`config.mk`:
```
export PLATFORM = sky130hd
export DESIGN_NAME = shift_add_mul
export DESIGN_NICKNAME = d
export VERILOG_FILES = /design/src/rtl/mul_pkg.sv /design/src/rtl/shift_add_mul_rca.sv /design/src/rtl/shift_add_mul.sv
export SDC_FILE = /design/constraint.sdc
export NUM_CORES = 1
export LEC_CHECK = 0
export ABC_AREA = 1
export CAP_MARGIN = 20
export CELL_PAD_IN_SITES_DETAIL_PLACEMENT = 0
export CELL_PAD_IN_SITES_GLOBAL_PLACEMENT = 1
export CORE_MARGIN = 5
export CORE_UTILIZATION = 42
export CTS_CLUSTER_SIZE = 8
export DETAILED_ROUTE_END_ITERATION = 7
export PLACE_DENSITY_LB_ADDON = 0.2
export SLEW_MARGIN = 20
export SYNTH_ARGS = -nofsm -noshare
export SYNTH_HDL_FRONTEND = slang
export SYNTH_SLANG_ARGS = --single-unit
```
`constraint.sdc`:
```
create_clock -name clk -period 6 [get_ports clk]
set_input_delay 1.2 -clock clk [delete_from_list [all_inputs] [get_ports clk]]
set_output_delay 1.2 -clock clk [all_outputs]
set_load 0.005 [all_outputs]
```
`src/rtl/mul_pkg.sv`:
```
// Shared definitions for the shift-and-add multiplier: FSM state encodings
// and the helpers that size the iteration counter from the operand widths.
package mul_pkg;

   localparam logic [1:0] IDLE = 2'd0;
   localparam logic [1:0] RUN  = 2'd1;
   localparam logic [1:0] DONE = 2'd2;

   // Number of RUN iterations: k multiplier bits are retired per iteration.
   function automatic int iter_count(input int mm, input int kk);
      return mm / kk;
   endfunction

   // Counter width; never below one bit, even for a single-iteration build.
   function automatic int cnt_width(input int mm, input int kk);
      int c;
      c = $clog2(mm / kk);
      return (c < 1) ? 1 : c;
   endfunction

endpackage

```
`src/rtl/shift_add_mul_rca.sv`:
```
// Plain ripple-carry adder, w bits wide, with a carry-in and no carry-out.
// The multiplier sizes it so that the sum can never overflow.
module shift_add_mul_rca #(
   parameter int w = 9
) (
   input  logic [w-1:0] x,
   input  logic [w-1:0] y,
   input  logic         cin,
   output logic [w-1:0] s
);

   logic [w-1:0] c;

   assign c[0] = cin;

   for (genvar i = 0; i < w; i++) begin : g_bit
      assign s[i] = x[i] ^ y[i] ^ c[i];
      if (i < w - 1) begin : g_carry
         assign c[i+1] = (x[i] & y[i]) | (c[i] & (x[i] ^ y[i]));
      end
   end

endmodule

```
`src/rtl/shift_add_mul.sv`:
```
// Iterative sign-magnitude multiplier. Operand magnitudes are captured on
// accept, k bits of B are retired per RUN cycle through one (n+k)-bit adder,
// and the sign is reapplied when the product is loaded into P.
//
// Handshake: an input transfer happens on a rising edge where in_valid and
// in_ready are both 1; an output transfer happens on a rising edge where
// out_valid and out_ready are both 1. in_ready is high only in IDLE and
// out_valid only in DONE, so the two transfers can never share an edge, and
// P/out_valid do not change while out_valid is waiting on out_ready.
module shift_add_mul
   import mul_pkg::*;
#(
   parameter int n = 8,
   parameter int m = 8,
   parameter int k = 1
) (
   input  logic           clk,
   input  logic           rst_n,
   input  logic           in_valid,
   output logic           in_ready,
   input  logic [n-1:0]   A,
   input  logic [m-1:0]   B,
   input  logic           signed_mode,
   output logic           out_valid,
   input  logic           out_ready,
   output logic [n+m-1:0] P
);

   localparam int iters = iter_count(m, k);
   localparam int cw    = cnt_width(m, k);
   localparam int w     = n + m;
   localparam int pw    = n + k;
   localparam logic [cw-1:0] last_cnt = cw'(iters - 1);

   if (n < 2 || m < 2 || k < 1 || k > m || (m % k) != 0) begin : g_bad_param
      $error("shift_add_mul: illegal parameters n=%0d m=%0d k=%0d", n, m, k);
   end

   // Control state kept together so the FSM position is visible as one value.
   typedef struct packed {
      logic [1:0]    state;
      logic [cw-1:0] cnt;
      logic          sgn;
   } ctl_t;

   ctl_t          ctl;
   logic [n-1:0]  a_abs;
   logic [n-1:0]  a_in_abs;
   logic [m-1:0]  b_in_abs;
   logic [w-1:0]  acc;
   logic [w-1:0]  acc_next;
   logic [w-1:0]  prod;
   logic [pw-1:0] pp;
   logic [pw-1:0] sum;

   // Magnitudes of the presented operands; -2^(x-1) maps to 2^(x-1) exactly
   // because the result is read as unsigned.
   always_comb begin
      a_in_abs = (signed_mode && A[n-1]) ? -A : A;
      b_in_abs = (signed_mode && B[m-1]) ? -B : B;
   end

   // k-row AND array: |A| gated by each of the k low accumulator bits.
   always_comb begin
      pp = '0;
      for (int j = 0; j < k; j++) begin
         pp = pp + (pw'(a_abs & {n{acc[j]}}) << j);
      end
   end

   shift_add_mul_rca #(.w(pw)) u_rca (
      .x   (pw'(acc[w-1:m])),
      .y   (pp),
      .cin (1'b0),
      .s   (sum)
   );

   if (k == m) begin : g_full_shift
      assign acc_next = sum;
   end else begin : g_part_shift
      assign acc_next = {sum, acc[m-1:k]};
   end

   assign prod      = ctl.sgn ? -acc_next : acc_next;
   assign in_ready  = (ctl.state == IDLE);
   assign out_valid = (ctl.state == DONE);

   // FSM and datapath registers: accept in IDLE, iterate in RUN, hold in DONE.
   always_ff @(posedge clk) begin
      if (!rst_n) begin
         ctl.state <= IDLE;
         ctl.cnt   <= '0;
         ctl.sgn   <= 1'b0;
         a_abs     <= '0;
         acc       <= '0;
         P         <= '0;
      end else begin
         case (ctl.state)
            IDLE: begin
               if (in_valid) begin
                  a_abs     <= a_in_abs;
                  ctl.sgn   <= (A[n-1] ^ B[m-1]) & signed_mode;
                  acc       <= {{n{1'b0}}, b_in_abs};
                  ctl.cnt   <= '0;
                  ctl.state <= RUN;
               end
            end
            RUN: begin
               acc <= acc_next;
               if (ctl.cnt == last_cnt) begin
                  P         <= prod;
                  ctl.state <= DONE;
               end else begin
                  ctl.cnt <= ctl.cnt + cw'(1);
               end
            end
            DONE: begin
               if (out_ready) begin
                  ctl.state <= IDLE;
               end
            end
            default: ctl.state <= IDLE;
         endcase
      end
   end

endmodule

```
==> flow_summary.yaml <==
drt:
  ant_nets: 0
  routed_wl_um: 6090
  drtIter0Drc: 74
  vias: 2408
  first_pass_iters: 4
  vias_per_cell: 4.85
  avgRoutedWirePerCell_um: 12.3
  drc: 0
sta:
  slew_headroom_pct: 44.9
  maxSlewViolCount: 0
  finClkSkew_ns: 0.00796
  finalCritPeriodShare_pct: 69.1
  setup_violations: 0
  fmax_ghz: 0.241
  worst_pin_slew_ns: 0.823
  rsz0062_at_grt: "false"
  tns_ns: 0
  fin_crit_ns: 4.15
  finalHoldViolations: 0
global_route:
  grt_usage_pct: 15.7
  grt_pass1_vias: 2340
  antenna_found_initial: 0
  grt_pass1_wl_um: 10800
  grt_max_degree: 32
  grt_overflow: 0
logic_synthesis:
  synth_top_cell_area_share_pct: 34.0
  synth_ff_type: "dfxtp_1"
  yosys.cell_types.count: 31
  synthArstFlopShare_pct: 0
  ys.warnings.count: 0
  synthTopCellsByArea: "dfxtp_1 (34%), nand2_1 (13%), inv_1 (7.3%), a21oi_1 (6.7%), o21ai_0 (5.7%)"
  synth_area_mm2: 0.00271
  synth_common_cells: "nand2_1 (97), inv_1 (53), dfxtp_1 (46)"
  synth_most_common_cell: "nand2_1"
  syn_nets: 421
  synth_top_area_cell: "dfxtp_1"
  syn_inst: 387
  ys_ff_latch: 46
  synth_edf_count: 0
  avgSynthCellArea_um2: 7.00
  synth_seq_area_share_pct: 34.0
setup_path:
  critical_path_peak_fanout: 9
  start_kind: "flop"
  cp.required_ns: 6.22
  crit_path_end_kind: "flop"
  critPathArrivalTime_ns: 4.36
  criticalPathCategory: "reg -> reg"
pwr:
  power.internal_mw: 0.541
  clockPowerShare_pct: 39.0
  ir_drop_mv: 0.144
  p_per_area_mw_per_mm2: 228
  seqPwrFrac_pct: 44.9
  power_mw: 0.737
  switching_share_pct: 26.5
  p_leak_nw: 1.42
  p_sw_mw: 0.195
  combPwrFrac_pct: 16.1
cts:
  cts_inserted_buffers: 5
  cts_hold_buffers: 0
  cts_tree: "built"
  clkSlewWorstSetupHoldPaths_ns: 0.09
  cts_resized: 0
  cts_setup_buffers: 0
  clkLatencyLatePin_ns: 0.30
  h-tree-depth: 2
  root_buffer: "clkbuf_8"
  cts_buffer_depth: 2
  cts_sinks: 46
die:
  fp-row-count: 29
  die-area_mm2: 0.00815
  die_y_um: 90.3
  ioPinCount: 39
  start_util_pct: 42.9
  coreArea_mm2: 0.00631
  fp.dieW_um: 90.3
layout:
  final_nets: 452
  insertedDiodeCount: 0
  fillerInstances: 652
  drive_gt1_share_pct: 5.49
  areaGrowthSynthToFinish_pct: 19.3
outcome:
  status: "finished, final reports clean"
placement:
  globalplace.congestion: 0.894
  portBuffers: 38
  dpl.hpwl_um: 4590
min_path:
  worstHoldPathType: "reg -> reg"
flow_run:
  max-cap-violations: 0
## worst paths after layout
| path | slack [ns] | cells after the start | to | start |
|---|---|---|---|---|
| min | 0.47 | 2 | acc[9] | acc[9] |
| max reg2reg | 1.85 | 22 | P[15] | acc[0] |
| min reg2reg | 0.47 | 2 | acc[9] | acc[9] |
| max | 1.85 | 22 | P[15] | acc[0] |
## state kept, by name, indices dropped and copies added (netlist names)
signal / count
ctl: 6
P: 16
a_abs: 8
acc: 16
## area by class of cell
type	instances	area, µm²	share of cell area, %
sequential	46	921	28.5
clock inverter	2	60.1	1.86
clock buffer	6	82.6	2.56
multi-input combinational	272	1480	45.9
timing repair buffer	38	380	11.8
tap	77	96.3	2.98
inverter	55	209	6.47
## power by group through the flow
stage               logic (mW)  clock network [mW]  registers (mW)
finish                   0.119               0.287           0.331
detailed placement       0.119                   0           0.338
CTS                      0.120               0.296           0.331
global route             0.136               0.303           0.333
floorplan               0.0918                   0           0.332
global placement         0.118                   0           0.338
## cells by family after synthesis
| group | Yosys count | share of synthesized area [%] |
|---|---|---|
| AND/OR/NAND/NOR | 162 | 25.6 |
| XOR/XNOR | 9 | 2.91 |
| flip-flops | 46 | 34.0 |
| buffers and inverters | 69 | 11.3 |
| AO/OA/AOI/OAI | 88 | 18.2 |
| adder cells (fa/ha/maj) | 13 | 7.95 |
## layer usage
layer,global-route usage [%],share of wire (%),routed length (µm),up-vias
met4,4.84,1.4,84,0
met5,0,0,0,-
met1,20.5,49,3000,1054
met3,2.92,4.4,268,7
li1,-,-,-,1300
met2,26.2,45,2740,47
## worst max-delay path: stages (launching register included)
cell     delay [ns]
dfxtp_1        0.46
nand2_1        0.08
inv_1          0.06
ha_1           0.12
inv_1          0.04
fa_1           0.37
fa_1           0.39
fa_1           0.41
fa_1           0.39
fa_1           0.37
inv_1          0.08
fa_1           0.18
fa_1           0.46
inv_1          0.10
nand2_1        0.05
nor2_1         0.08
nand2_1        0.05
nand2_1        0.07
nand2_1        0.07
nand2_1        0.06
nand3_1        0.06
nand2_1        0.08
inv_1          0.03
## stage by stage
step / instances / util [%] / setup WS (ns) / hold slack [ns] / cell area (µm²)
2_1_floorplan: 387 / - / 2.13 / 0.433 / 2710
3_5_place_dp: 488 / 48.9 / 1.89 / 0.453 / 3090
6_report: 496 / 51.2 / 1.85 / 0.468 / 3230
4_1_cts: 496 / 51.2 / 1.88 / 0.471 / 3230
3_3_place_gp: 488 / 48.9 / 1.93 / 0.449 / 3090
5_1_grt: 496 / 51.2 / 1.59 / 0.498 / 3230
## layout by cell type (no fill, tap or decap), drive strengths merged
cell	count
nand4	2
or2	2
clkbuf	6
nor3	1
ha	6
inv	55
xor2	9
nand3	27
fa	7
o21a	5
nand2	102
o21bai	2
bufinv	2
a31oi	4
clkdlybuf4s50	38
o21ai	35
nor2	28
a22oi	5
o211ai	1
dfxtp	46
a21oi	36
No activity file was read; power rests on OpenSTA's default activity.
